**src/rtl/mem_access_unit.sv**
```systemverilog
// rtl/mem_access_unit.sv - memory-stage load/store unit with misaligned split into two bus beats
module mem_access_unit #(
    parameter int XLEN   = 64,
    parameter int ADDR_W = 32,
    localparam int LANES = XLEN / 8
) (
    input  logic              clk_in,
    input  logic              rst_n_in,
    input  logic              req_valid_in,
    output logic              req_ready_out,
    input  logic [ADDR_W-1:0] addr_in,
    input  logic [XLEN-1:0]   store_data_in,
    input  logic [2:0]        width_in,
    input  logic              write_in,
    input  logic [4:0]        rd_in,
    input  logic              flush_in,
    output logic              mem_req_out,
    output logic              mem_we_out,
    output logic [ADDR_W-1:0] mem_addr_out,
    output logic [XLEN-1:0]   mem_wdata_out,
    output logic [LANES-1:0]  mem_mask_out,
    input  logic              mem_ack_in,
    input  logic [XLEN-1:0]   mem_rdata_in,
    output logic              wb_valid_out,
    output logic              wb_rd_write_out,
    output logic [4:0]        wb_rd_out,
    output logic [XLEN-1:0]   wb_data_out
);
    localparam int OFF_W = $clog2(LANES);

    typedef enum logic [1:0] {IDLE, BEAT0, BEAT1, RESP} state_t;
    state_t state;

    logic [ADDR_W-1:0]  a_addr;
    logic [XLEN-1:0]    a_store;
    logic [2:0]         a_width;
    logic               a_write;
    logic [4:0]         a_rd;
    logic               kill;
    logic               wb_valid_q;
    logic [XLEN-1:0]    rd_hold;

    logic [ADDR_W-1:0]  src_addr;
    logic [XLEN-1:0]    src_store;
    logic [2:0]         src_width;
    logic [1:0]         sz;
    int                 nbytes;
    int                 nbits;
    logic [OFF_W-1:0]   off;
    logic [2*LANES-1:0] base_mask;
    logic [2*LANES-1:0] full_mask;
    logic [2*XLEN-1:0]  shifted;
    logic [2*XLEN-1:0]  beats;
    logic [XLEN-1:0]    assembled;
    logic               sign_bit;
    logic [XLEN-1:0]    load_val;
    logic               is_split;
    logic [ADDR_W-1:0]  aligned;
    logic               resp_load;

    // In IDLE the lane logic looks at the incoming request so beat0 can be
    // registered on accept; afterwards it works from the latched access.
    always_comb begin
        src_addr  = (state == IDLE) ? addr_in       : a_addr;
        src_store = (state == IDLE) ? store_data_in : a_store;
        src_width = (state == IDLE) ? width_in      : a_width;
        sz = src_width[1:0];
        if (XLEN == 32 && sz == 2'd3)
            sz = 2'd2;
        nbytes = 1 << sz;
        nbits  = 8 << sz;
        off    = src_addr[OFF_W-1:0];
        base_mask = '0;
        for (int i = 0; i < 2*LANES; i++)
            if (i < nbytes)
                base_mask[i] = 1'b1;
        full_mask = base_mask << off;
        shifted   = {{XLEN{1'b0}}, src_store} << {off, 3'b000};
        is_split  = |full_mask[2*LANES-1:LANES];
        aligned   = {src_addr[ADDR_W-1:OFF_W], {OFF_W{1'b0}}};
        beats     = (state == BEAT1) ? {mem_rdata_in, rd_hold} : {{XLEN{1'b0}}, mem_rdata_in};
        assembled = XLEN'(beats >> {off, 3'b000});
        case (sz)
            2'd0:    sign_bit = assembled[7];
            2'd1:    sign_bit = assembled[15];
            2'd2:    sign_bit = assembled[31];
            default: sign_bit = assembled[XLEN-1];
        endcase
        if (src_width[2])
            sign_bit = 1'b0;
        load_val = '0;
        for (int i = 0; i < XLEN; i++)
            load_val[i] = (i < nbits) ? assembled[i] : sign_bit;
        resp_load = mem_ack_in && !kill && !flush_in &&
                    ((state == BEAT0 && !is_split) || state == BEAT1);
    end

    assign req_ready_out = (state == IDLE);
    assign wb_valid_out  = wb_valid_q & ~flush_in;

    always_ff @(posedge clk_in or negedge rst_n_in) begin
        if (!rst_n_in) begin
            state           <= IDLE;
            a_addr          <= '0;
            a_store         <= '0;
            a_width         <= '0;
            a_write         <= 1'b0;
            a_rd            <= '0;
            kill            <= 1'b0;
            rd_hold         <= '0;
            mem_req_out     <= 1'b0;
            mem_we_out      <= 1'b0;
            mem_addr_out    <= '0;
            mem_wdata_out   <= '0;
            mem_mask_out    <= '0;
            wb_valid_q      <= 1'b0;
            wb_rd_write_out <= 1'b0;
            wb_rd_out       <= '0;
            wb_data_out     <= '0;
        end else begin
            wb_valid_q <= 1'b0;
            case (state)
                IDLE: begin
                    if (req_valid_in && !flush_in) begin
                        a_addr        <= addr_in;
                        a_store       <= store_data_in;
                        a_width       <= width_in;
                        a_write       <= write_in;
                        a_rd          <= rd_in;
                        kill          <= 1'b0;
                        state         <= BEAT0;
                        mem_req_out   <= 1'b1;
                        mem_we_out    <= write_in;
                        mem_addr_out  <= aligned;
                        mem_wdata_out <= shifted[XLEN-1:0];
                        mem_mask_out  <= full_mask[LANES-1:0];
                    end
                end
                BEAT0: begin
                    if (flush_in)
                        kill <= 1'b1;
                    if (mem_ack_in) begin
                        rd_hold <= mem_rdata_in;
                        if (kill || flush_in) begin
                            state       <= IDLE;
                            mem_req_out <= 1'b0;
                        end else if (is_split) begin
                            state         <= BEAT1;
                            mem_addr_out  <= aligned + ADDR_W'(LANES);
                            mem_wdata_out <= shifted[2*XLEN-1:XLEN];
                            mem_mask_out  <= full_mask[2*LANES-1:LANES];
                        end else begin
                            state       <= RESP;
                            mem_req_out <= 1'b0;
                        end
                    end
                end
                BEAT1: begin
                    if (flush_in)
                        kill <= 1'b1;
                    if (mem_ack_in) begin
                        mem_req_out <= 1'b0;
                        state       <= (kill || flush_in) ? IDLE : RESP;
                    end
                end
                default: state <= IDLE;
            endcase
            if (resp_load) begin
                wb_valid_q      <= 1'b1;
                wb_rd_out       <= a_rd;
                wb_rd_write_out <= !a_write;
                wb_data_out     <= a_write ? '0 : load_val;
            end
        end
    end
endmodule

```
**config.mk**
```make
export PLATFORM = sky130hd
export DESIGN_NAME = mem_access_unit
export DESIGN_NICKNAME = d
export VERILOG_FILES = /design/src/rtl/mem_access_unit.sv
export SDC_FILE = /design/constraint.sdc
export NUM_CORES = 1
export LEC_CHECK = 0
export CAP_MARGIN = 5
export CORE_MARGIN = 2
export CORE_UTILIZATION = 39
export CTS_BUF_LIST = sky130_fd_sc_hd__clkbuf_2 sky130_fd_sc_hd__clkbuf_4 sky130_fd_sc_hd__clkbuf_8
export CTS_CLUSTER_DIAMETER = 100
export DETAILED_ROUTE_END_ITERATION = 6
export SLEW_MARGIN = 10
export SYNTH_ARGS = -nofsm -noshare
export SYNTH_HDL_FRONTEND = slang
export SYNTH_SLANG_ARGS = --single-unit
```
**constraint.sdc**
```tcl
create_clock -name clk_in -period 3.75 [get_ports clk_in]
set_input_delay 0.375 -clock clk_in [delete_from_list [all_inputs] [get_ports clk_in]]
set_output_delay 0.375 -clock clk_in [all_outputs]
set_load 0.005 [all_outputs]
```
Yosys cells after proc, flatten, opt, wreduce, memory -nomap -nowiden. Index checks and enable logic that the tools add are counted.

Flip-flop bits (word level): 348. Bits in latches: 0. Memory bits (writable): 0. Memory bits (read-only): 0. Input port bits: 174. Word-level logic and storage cells: 258. Memories: 0.

$add $sub $neg: 1. $mul: 0. Div/mod/pow operators: 0. $lt $le $gt $ge: 80. Eq/ne operators: 11. Shifts and indexed selects: 5. Muxes and demuxes: 119. Bitwise logic cells: 2. Reductions and logical operators: 24.

Operators with widths (count): < comparator 7 x 32 -> 1 bit (first input constant) (32); < comparator 5 x 32 -> 1 bit (first input constant) (16); < comparator 6 x 32 -> 1 bit (first input constant) (16); two-way mux 64 bit (6); < comparator 4 x 32 -> 1 bit (first input constant) (8); two-way mux 32 bit (5); < comparator 3 x 32 -> 1 bit (first input constant) (4); two-way mux 128 bit (1); one-hot mux 64 bit (2 select lines) (1); << shifter 64 x 6 -> 128 bit (1); >> shifter 128 x 6 -> 64 bit (1); two-way mux 1 bit (90); < comparator 1 x 32 -> 1 bit (first input constant) (2); < comparator 2 x 32 -> 1 bit (first input constant) (2); one-hot mux 32 bit (2 select lines) (1); adder 32 x 4 -> 32 bit (second input constant) (1); two-way mux 8 bit (4); << shifter 1 x 2 -> 32 bit (first input constant) (1); << shifter 4 x 2 -> 32 bit (first input constant) (1); one-hot mux 8 bit (2 select lines) (1); << shifter 16 x 3 -> 16 bit (1); two-way mux 2 bit (5); AND reduction 5 bit (2); inequality test 2 bit (second input constant) (4); 20 further kinds (36).

Depth between registers and ports, before layout. Gate-level depths: netlist of the first run.

Word-level depth: 12. Gate-level depth with buffers: 21.

Least setup slack after synthesis of the first run. No wires, ideal clock.

Path kind: register to register. Start point: reg state[0]. End point: reg mem_addr_out[31]. Arrival time: 3.890 ns. Setup slack: -0.275 ns. Cell stages (with the launch flop): 22. Path buffers: 10. Cell sequence: dfrtp_1 inv_1 ha_1 buf_6 buf_4 buf_6 buf_4 buf_4 buf_2 buf_2 buf_2 mux2_2 ha_1 nand2_1 a211oi_2 and4_1 clkbuf_1 and3_1 clkbuf_1 nor3b_1 xor2_1 o21ai_0.

Word-level cells in the longest chain between the ends: 9.

RTL lines: start: declaration (line 32) `state_t state;`; start signal: assignment (line 163) `state <= (kill || flush_in) ? IDLE : RESP;`; logical NOT 2 bit *; net req_ready_out (line 10) `output logic req_ready_out,`; two-way mux 3 bit (line 66) `src_width = (state == IDLE) ? width_in : a_width;`; << shifter 1 x 2 -> 32 bit (line 70) `nbytes = 1 << sz;`; < comparator 1 x 32 -> 1 bit, or another cell as far along (line 75) `if (i < nbytes)`; two-way mux 1 bit (line 75); << shifter 16 x 3 -> 16 bit (line 77) `full_mask = base_mask << off;`; OR reduction 8 bit (line 79) `is_split = |full_mask[2*LANES-1:LANES];`; inequality test 2 bit (no line); AND reduction 5 bit (no line); end signal: assignment (line 134) `mem_addr_out <= aligned;`; end signal: assignment (line 149) `mem_addr_out <= aligned + ADDR_W'(LANES);`; end: declaration (line 19) `output logic [ADDR_W-1:0] mem_addr_out,`.

The timed path passes the listed nets; every way through them passes the cells marked *. The select of a mux whose other input is x is not followed. A chain may end at the register's enable or synchronous reset.

Worst setup path in the final report of the first run.
Start point: reg state[0]. End point: reg mem_addr_out[31].

Word-level cells in the longest chain between the ends: 9.

RTL lines (line): logical NOT 2 bit (64, 66, 122); two-way mux 3 bit (66); << shifter 1 x 2 -> 32 bit (70); < comparator 1 x 32 -> 1 bit, or another cell as far along (75); two-way mux 1 bit (75); << shifter 16 x 3 -> 16 bit (77); OR reduction 8 bit (79); inequality test 2 bit (no line); AND reduction 5 bit (no line).

Parallel ways exist; a longest one is shown, timed or not. The select of a mux whose other input is x is not followed.

==> impl_metrics.prom, run 1 <==
# TYPE chip_impl_metric gauge
chip_impl_metric{name="setup_viol",unit=""} 0
chip_impl_info{name="synth_top_cell_by_area",value="dfrtp_1"} 1
chip_impl_info{name="worstReg2RegStart",value="state[0]$_DFFE_PN0P_"} 1
chip_impl_metric{name="summed_area_of_non_filler_cells_in_the_final_layout",unit="um^2"} 26800
chip_impl_info{name="cts_root_buf",value="clkbuf_8"} 1
chip_impl_info{name="worst_hold_startpoint",value="rd_in[0]"} 1
chip_impl_metric{name="vias",unit=""} 18900
chip_impl_metric{name="synth-seq-cells",unit=""} 345
chip_impl_metric{name="fp.dieW",unit="um"} 237
chip_impl_info{name="status",value="finished, final reports clean"} 1
chip_impl_metric{name="place.detailed.hpwl",unit="um"} 54500
chip_impl_metric{name="fraction_of_layout_instances_using_a_drive_strength_above_1",unit=""} 0.178
chip_impl_metric{name="core_region_area",unit="um^2"} 53700
chip_impl_metric{name="clock_sink_count",unit=""} 345
chip_impl_info{name="synth_most_common_cell",value="dfrtp_1"} 1
chip_impl_metric{name="overflow",unit=""} 0
chip_impl_metric{name="die_area",unit="um^2"} 56000
chip_impl_metric{name="tightestPinTransition",unit="ns"} 0.970
chip_impl_metric{name="grt_start_max_net_pins",unit=""} 115
chip_impl_metric{name="gp_congestion",unit=""} 0.929
chip_impl_metric{name="power",unit="mW"} 25.7
chip_impl_metric{name="setup_tns_after_final_layout",unit="ns"} 0
chip_impl_metric{name="timing.final.max_slew_violations",unit=""} 0
chip_impl_metric{name="remaining_routing_drc_violations",unit=""} 0
chip_impl_metric{name="time_the_final_worst_path_needs_with_i_o_delays_and_setup",unit="ns"} 3.43
chip_impl_metric{name="max_clock_freq",unit="MHz"} 292
chip_impl_metric{name="std_cell_rows",unit=""} 85
chip_impl_metric{name="hold_violations",unit=""} 0
chip_impl_info{name="critPathKind",value="reg2reg"} 1
chip_impl_metric{name="ys_seq_area_frac",unit=""} 0.409
chip_impl_info{name="crit-reg2reg-capture",value="mem_addr_out[31]$_DFFE_PN0P_"} 1
chip_impl_metric{name="final.period_utilization",unit=""} 0.914
chip_impl_info{name="critPathLaunchType",value="flop"} 1
chip_impl_metric{name="post_synthesis_cell_count",unit=""} 2192
chip_impl_metric{name="cts.htree.levels",unit=""} 3
chip_impl_metric{name="first_iter_violations",unit=""} 1695
chip_impl_metric{name="placement.setup.worst_slack",unit="ns"} 0.354
chip_impl_metric{name="antenna_violations_before_repair",unit=""} 8
chip_impl_metric{name="worst_hold_path.num_cells",unit=""} 2
chip_impl_info{name="hold_path.class",value="in2reg"} 1
chip_impl_metric{name="cts_inserted_buffers",unit=""} 67
chip_impl_metric{name="worstPathArrival",unit="ns"} 3.94
chip_impl_metric{name="cp.required",unit="ns"} 4.26
chip_impl_metric{name="synthDominantCellAreaShare",unit=""} 0.409
chip_impl_metric{name="synth.lib_cells_used.distinct",unit=""} 67
chip_impl_metric{name="ir_drop_worst_vdd",unit="V"} 0.000477
chip_impl_metric{name="postPlaceCellArea",unit="um^2"} 25400
chip_impl_info{name="unrepaired_setup_endpoints_after_global_routing",value="no"} 1
chip_impl_metric{name="reg2reg_setup_slack",unit="ns"} 0.32
chip_impl_info{name="synth_top_cells_by_count",value="345 x dfrtp_1, 310 x nand2_1, 227 x mux2_2, 207 x mux2i_1, 159 x o21ai_0"} 1
chip_impl_metric{name="number_of_global_route_vias_before_repair",unit=""} 18800
chip_impl_metric{name="syn_area_per_cell",unit="um^2"} 9.63
chip_impl_metric{name="syn-cell-area",unit="um^2"} 21100
chip_impl_metric{name="drt_wl_total",unit="um"} 75400
chip_impl_info{name="end_kind",value="flop"} 1
chip_impl_metric{name="drt-wirelength-per-cell",unit="um"} 23.3
chip_impl_metric{name="port-buffer-count",unit=""} 348
chip_impl_metric{name="drt.antenna.violating_nets",unit=""} 0
chip_impl_metric{name="grt_pass1_wl",unit="um"} 115000
chip_impl_info{name="synth_area_leaders",value="dfrtp_1 41%, mux2_2 12%, mux2i_1 9.8%"} 1
chip_impl_metric{name="post_cts_buffers",unit=""} 0
chip_impl_metric{name="cp_max_fo",unit=""} 40
chip_impl_metric{name="power.leakage",unit="nW"} 11.3
chip_impl_metric{name="setup_slack",unit="ns"} 0.324
chip_impl_metric{name="initial_core_util",unit=""} 0.393
chip_impl_metric{name="clkTransAtPathRegs",unit="ns"} 0.06
chip_impl_info{name="cts_tree",value="done"} 1
chip_impl_metric{name="hold_worst_slack",unit="ns"} 0.360
chip_impl_info{name="yosys_most_used_dff",value="dfrtp_1"} 1
chip_impl_metric{name="number_of_flops_mapped_to_enable_cells_by_yosys",unit=""} 0
chip_impl_metric{name="clock_latency",unit="ns"} 0.65
chip_impl_metric{name="slew_headroom",unit=""} 0.353
chip_impl_metric{name="drt_pre_antenna_iters",unit=""} 7
chip_impl_metric{name="r2r_cells",unit=""} 10
chip_impl_metric{name="cts.path.max_buffers",unit=""} 3
chip_impl_metric{name="pin_count",unit=""} 352
chip_impl_metric{name="drv.max_cap_violation_count",unit=""} 0
chip_impl_metric{name="yosys_warnings",unit=""} 0
chip_impl_metric{name="synthToLayoutAreaGrowth",unit="%"} 26.9
chip_impl_metric{name="globalRouteTotalUtil",unit=""} 0.266
chip_impl_info{name="min_delay_worst_endpoint",value="a_rd[0]$_DFFE_PN0P_"} 1
chip_impl_metric{name="power_density",unit="nW/um^2"} 961
chip_impl_metric{name="finalClockSkew",unit="ns"} 0.0397
chip_impl_metric{name="nets",unit=""} 2670
chip_impl_metric{name="via_per_inst",unit=""} 5.83
chip_impl_metric{name="die_h",unit="um"} 237
chip_impl_metric{name="synth-async-reset-ratio",unit=""} 1.00
layout by cell type, fill, tap and decap left out, types with 22 or more instances in the layout:
master / count
dfrtp_1: 344
a221o_1: 24
clkbuf_4: 22
mux2_2: 226
nand3_1: 85
o22ai_1: 56
mux2i_1: 205
o21ai_0: 159
clkbuf_8: 82
clkdlybuf4s50_1: 346
nand2_1: 308
buf_4: 53
a21oi_1: 120
nor2_1: 136
kinds of logic (layout without fill, tap and decap cells):
| logic type | count (synthesis) | after routing | share of synthesized area |
|---|---|---|---|
| AO/OA/AOI/OAI | 535 | 535 | 0.162 |
| XOR/XNOR | 28 | 28 | 0.0116 |
| adder cells (fa/ha/maj) | 5 | 5 | 0.00296 |
| buffers and inverters | 199 | 539 | 0.0411 |
| flip-flops | 345 | 345 | 0.409 |
| multiplexers | 457 | 457 | 0.243 |
| other | 1 | 10 | 0.000178 |
| AND/OR/NAND/NOR | 622 | 622 | 0.129 |
critical path: stages, from the launching register on:
cell     delay (ns)
dfrtp_1        0.41
inv_1          0.18
ha_4           0.36
buf_4          0.34
buf_4          0.49
a31oi_1        0.21
a21oi_1        0.41
and3_1         0.37
nor3b_2        0.26
xor2_1         0.15
o21ai_0        0.08
what timing repair did:
| action | 4_1_cts | 5_1_grt |
|---|---|---|
| endpoints found under the hold margin | 107 | 0 |
| gates resized for setup | 0 | 0 |
| hold buffers | 1 | 0 |
final cells by class:
cell class	instances	area, um^2
clock inverters	8	71.3
flip-flops and latches	345	8630
clock buffers	104	1290
well taps	696	871
diodes	7	17.5
fillers	5043	26900
repair buffers	414	4130
multi-input cells	1650	11700
inverters	13	48.8
per-stage QoR:
stage | cells | util
after floorplan | 2194 | -
after global placement | 3117 | 0.473
after detailed placement | 3117 | 0.473
after CTS | 3230 | 0.498
after global routing | 3232 | 0.498
final | 3237 | 0.499
power breakdown:
group | internal [mW] | switching [mW]
combinational | 6.61 | 8.38
clock | 2.25 | 1.68
sequential | 5.53 | 1.30
total | 14.4 | 11.4
worst max path at each step:
stage                                         endpoint  cells after the start                 start
after floorplan           mem_addr_out[31]$_DFFE_PN0P_                     21  state[0]$_DFFE_PN0P_
after global routing      mem_addr_out[31]$_DFFE_PN0P_                     11  state[0]$_DFFE_PN0P_
after CTS                                req_ready_out                      5  state[0]$_DFFE_PN0P_
final                     mem_addr_out[31]$_DFFE_PN0P_                     10  state[0]$_DFFE_PN0P_
after global placement     mem_mask_out[4]$_DFFE_PN0P_                      9  state[0]$_DFFE_PN0P_
after detailed placement  mem_addr_out[26]$_DFFE_PN0P_                     10  state[0]$_DFFE_PN0P_
layer usage:
metal / up-vias / global-route usage / wire, um
met5: - / 0 / 16
met4: 2 / 0.0969 / 2760
met3: 156 / 0.0492 / 5170
met2: 801 / 0.453 / 36900
met1: 9291 / 0.338 / 30600
li1: 8637 / - / -
flip-flops by register name (all words and copies together) (netlist names):
signal and count:
a_rd 5, mem_wdata_out 64, wb_rd_write_out 1, wb_valid_q 1, mem_mask_out 8, a_store 64
state 2, mem_addr_out 29, wb_rd_out 5, a_write 1, a_addr 32, kill 1
a_width 3, wb_data_out 64, mem_req_out 1, rd_hold 64
(Power assumes the default switching activity.)
==> run 2: changes to the inputs <==
Settings changed: ABC_AREA set to 1, ABC_CLOCK_PERIOD_IN_PS set to 3750.
==> run 2 against run 1 <==
Net effect: via count increased by 17%; critical path depth increased by 5; setup slack improved by 0.035 ns; clock power increased by 7.9%; power increased by 9.3%; the run now ends with design-rule violations left; critical path type unchanged; die area increased by 1.4%; count of clock-buffer cells in the layout decreased by 6; hold slack got worse by 0.077 ns; critical endpoint is now wb_data_out[16]$_DFFE_PN0P_; sequential power decreased by 6.1%; area after synthesis increased by 1.4%; cell count increased by 27%; routed wire length increased by 10%.
==> impl_metrics.prom, run 2 <==
# TYPE chip_impl_metric gauge
chip_impl_metric{name="drt-wirelength-per-cell",unit="um"} 20.2
chip_impl_metric{name="nFillCells",unit=""} 5474
chip_impl_info{name="critPathKind",value="reg2reg"} 1
chip_impl_metric{name="final.period_utilization",unit=""} 0.904
chip_impl_metric{name="pin_count",unit=""} 352
chip_impl_metric{name="place.detailed.hpwl",unit="um"} 61700
chip_impl_metric{name="synthToLayoutAreaGrowth",unit="%"} 25.3
chip_impl_metric{name="fraction_of_layout_instances_using_a_drive_strength_above_1",unit=""} 0.0662
chip_impl_metric{name="overflow",unit=""} 0
chip_impl_info{name="final_common_cell",value="nand2_1"} 1
chip_impl_metric{name="power.leakage",unit="nW"} 12.5
chip_impl_info{name="most-common-layout-cells",value="1084 x nand2_1, 503 x o21ai_0, 347 x clkdlybuf4s50_1"} 1
chip_impl_metric{name="first_iter_violations",unit=""} 1964
chip_impl_metric{name="cp.required",unit="ns"} 4.27
chip_impl_metric{name="port-buffer-count",unit=""} 348
chip_impl_metric{name="setup_viol",unit=""} 0
chip_impl_metric{name="ir_drop_worst_vdd",unit="V"} 0.000558
chip_impl_metric{name="via_per_inst",unit=""} 5.33
chip_impl_metric{name="core_region_area",unit="um^2"} 54000
chip_impl_info{name="yosys_most_used_dff",value="dfrtp_1"} 1
chip_impl_metric{name="antenna_violations_before_repair",unit=""} 1
chip_impl_metric{name="clock_latency",unit="ns"} 0.68
chip_impl_metric{name="number_of_flops_mapped_to_enable_cells_by_yosys",unit=""} 0
chip_impl_metric{name="fp.dieW",unit="um"} 238
chip_impl_metric{name="initial_core_util",unit=""} 0.396
chip_impl_metric{name="number_of_global_route_vias_before_repair",unit=""} 21700
chip_impl_metric{name="grt_start_max_net_pins",unit=""} 193
chip_impl_metric{name="critical_path_cell_count",unit=""} 15
chip_impl_metric{name="power_density",unit="nW/um^2"} 1050
chip_impl_info{name="violations_in_the_final_reports",value="design-rule violations"} 1
chip_impl_metric{name="timing.final.max_slew_violations",unit=""} 0
chip_impl_info{name="critPathLaunchType",value="flop"} 1
chip_impl_metric{name="synth-seq-cells",unit=""} 345
chip_impl_metric{name="die_area",unit="um^2"} 56800
chip_impl_info{name="synth_top_cells_by_count",value="1085 x nand2_1, 503 x o21ai_0, 345 x dfrtp_1, 265 x inv_1, 154 x nand3_1"} 1
chip_impl_metric{name="max_clock_freq",unit="MHz"} 295
chip_impl_metric{name="setup_tns_after_final_layout",unit="ns"} 0
chip_impl_metric{name="synthDominantCellAreaShare",unit=""} 0.403
chip_impl_info{name="synth_area_leaders",value="dfrtp_1 40%, nand2_1 19%, o21ai_0 12%"} 1
chip_impl_metric{name="drt_pre_antenna_iters",unit=""} 7
chip_impl_metric{name="cts.path.max_buffers",unit=""} 3
chip_impl_metric{name="syn_area_per_cell",unit="um^2"} 6.83
chip_impl_metric{name="time_the_final_worst_path_needs_with_i_o_delays_and_setup",unit="ns"} 3.39
chip_impl_metric{name="cp_max_fo",unit=""} 192
chip_impl_metric{name="cpPeakStageDelay",unit="ns"} 0.52
chip_impl_metric{name="hold_worst_slack",unit="ns"} 0.283
chip_impl_metric{name="clock_sink_count",unit=""} 345
chip_impl_metric{name="globalRouteTotalUtil",unit=""} 0.294
chip_impl_metric{name="die_h",unit="um"} 238
chip_impl_info{name="cp_cell_sequence",value="inv_1 > ha_4 > buf_4 > nand2_1 > o21ai_4 > buf_12 > nand3_1 > nand2_1 > nand2_1 > nand3_1 > nand2_1 > o21ai_2 > nand2_2 > nand3_1 > nand2_1"} 1
chip_impl_info{name="cts_tree",value="done"} 1
chip_impl_metric{name="vias",unit=""} 22000
chip_impl_metric{name="drv.max_cap_violation_count",unit=""} 0
chip_impl_metric{name="grt_pass1_wl",unit="um"} 127000
chip_impl_info{name="cp_top_family",value="simple AND/OR/NAND/NOR gates"} 1
chip_impl_metric{name="post_cts_buffers",unit=""} 0
chip_impl_info{name="critical-path-top-cell-by-count",value="nand2_1"} 1
chip_impl_metric{name="cts.htree.levels",unit=""} 3
chip_impl_metric{name="nets",unit=""} 3558
chip_impl_metric{name="finalClockSkew",unit="ns"} 0.0510
chip_impl_metric{name="clkTransAtPathRegs",unit="ns"} 0.06
chip_impl_metric{name="synth.lib_cells_used.distinct",unit=""} 48
chip_impl_metric{name="hold_violations",unit=""} 0
chip_impl_metric{name="r2r_cells",unit=""} 15
chip_impl_metric{name="post_synthesis_cell_count",unit=""} 3132
chip_impl_info{name="status",value="complete, but fails checks"} 1
chip_impl_metric{name="yosys_warnings",unit=""} 0
chip_impl_info{name="cts_root_buf",value="clkbuf_8"} 1
chip_impl_metric{name="worstPathArrival",unit="ns"} 3.91
chip_impl_metric{name="drt.antenna.violating_nets",unit=""} 0
chip_impl_info{name="synth_top_cell_by_area",value="dfrtp_1"} 1
chip_impl_info{name="hold_path.class",value="in2reg"} 1
chip_impl_metric{name="std_cell_rows",unit=""} 85
chip_impl_info{name="slowest_stage",value="buf_12"} 1
chip_impl_metric{name="slew_headroom",unit=""} 0.392
chip_impl_metric{name="worst_hold_path.num_cells",unit=""} 3
chip_impl_metric{name="cts_inserted_buffers",unit=""} 66
chip_impl_metric{name="path_buf_inv",unit=""} 3
chip_impl_metric{name="tightestPinTransition",unit="ns"} 0.912
chip_impl_metric{name="synth-async-reset-ratio",unit=""} 1.00
chip_impl_info{name="unrepaired_setup_endpoints_after_global_routing",value="no"} 1
chip_impl_metric{name="remaining_routing_drc_violations",unit=""} 3
chip_impl_metric{name="count_of_cells_resized_by_post_cts_repair",unit=""} 0
chip_impl_info{name="synth_most_common_cell",value="nand2_1"} 1
chip_impl_metric{name="gp_congestion",unit=""} 0.958
chip_impl_info{name="end_kind",value="flop"} 1
chip_impl_metric{name="ys_seq_area_frac",unit=""} 0.403
chip_impl_metric{name="drt_wl_total",unit="um"} 83200
chip_impl_metric{name="syn-cell-area",unit="um^2"} 21400
run 2: cell types whose count changed after synthesis, sizes merged, moves of 38 or more:
cell    before   now
o21ai      165   596
mux2i      208    16
a21oi      121    83
mux2       228    15
o211ai      12    65
buf         83   139
nand3       85   155
nand2      310  1094
inv         13   269
run 2: where the power goes:
| part | switching (mW) | total (mW) | internal (mW) |
|---|---|---|---|
| combinational | 11.7 | 17.5 | 5.80 |
| sequential | 0.973 | 6.41 | 5.44 |
| clock | 1.78 | 4.24 | 2.46 |
run 2: layer usage:
metal / up-vias / routed length, um / track usage
met1: 10300 / 32000 / 0.341
met5: - / 0 / 0
met3: 230 / 4040 / 0.0397
met2: 797 / 41800 / 0.519
met4: 0 / 5340 / 0.173
li1: 10700 / - / -
run 2: final timing paths:
path / start / to / slack (ns)
worst max-delay path: state[0]$_DFFE_PN0P_ / wb_data_out[16]$_DFFE_PN0P_ / 0.36
worst min-delay path: store_data_in[62] / a_store[62]$_DFFE_PN0P_ / 0.28
worst max register to register: state[0]$_DFFE_PN0P_ / wb_data_out[16]$_DFFE_PN0P_ / 0.36
worst min register to register: wb_rd_write_out$_DFFE_PN0P_ / wb_rd_write_out$_DFFE_PN0P_ / 0.47
max in group asynchronous: rst_n_in / mem_mask_out[2]$_DFFE_PN0P_ / 2.36
min in group asynchronous: rst_n_in / rd_hold[22]$_DFFE_PN0P_ / 0.37
run 2: area by class of cell:
class	instances	area, um^2	share of cell area
Antenna cell	1	2.50	0.0000933
Clock inverter	20	240	0.00895
Timing Repair Buffer	400	4060	0.151
Clock buffer	98	1260	0.0470
Tap cell	696	871	0.0325
Sequential cell	345	8630	0.322
Multi-Input combinational cell	2295	10700	0.401
Inverter	271	1020	0.0380
run 2: through the flow:
stage	instances	power [mW]	setup WS [ns]	instance area (um^2)	utilization
3_5_place_dp	4006	23.8	0.416	25300	0.469
4_1_cts	4125	28.2	0.348	26800	0.497
3_3_place_gp	4006	23.6	0.483	25300	0.469
5_1_grt	4126	30.5	0.0516	26800	0.497
2_1_floorplan	3134	17.3	1.30	21400	-
6_report	4126	28.1	0.359	26800	0.497
run 2: what timing repair did:
| item | CTS | global route |
|---|---|---|
| hold endpoints to repair | 95 | 0 |
| setup endpoints to repair | 0 | 0 |
| hold buffers | 1 | 0 |
run 2: tightest hold or removal path, stage by stage:
cell and delay (ns):
clkdlybuf4s50_1 0.40, inv_1 0.06, o21ai_0 0.08
run 2: cell families (layout without fill, tap and decap cells):
| logic type | count (synthesis) | after routing | synth area share |
|---|---|---|---|
| adder cells (fa/ha/maj) | 5 | 5 | 0.00292 |
| flip-flops | 345 | 345 | 0.403 |
| AO/OA/AOI/OAI | 812 | 812 | 0.205 |
| AND/OR/NAND/NOR | 1425 | 1425 | 0.266 |
| multiplexers | 31 | 31 | 0.0154 |
| XOR/XNOR | 19 | 19 | 0.00777 |
| buffers and inverters | 494 | 789 | 0.0993 |
| other | 1 | 4 | 0.000175 |
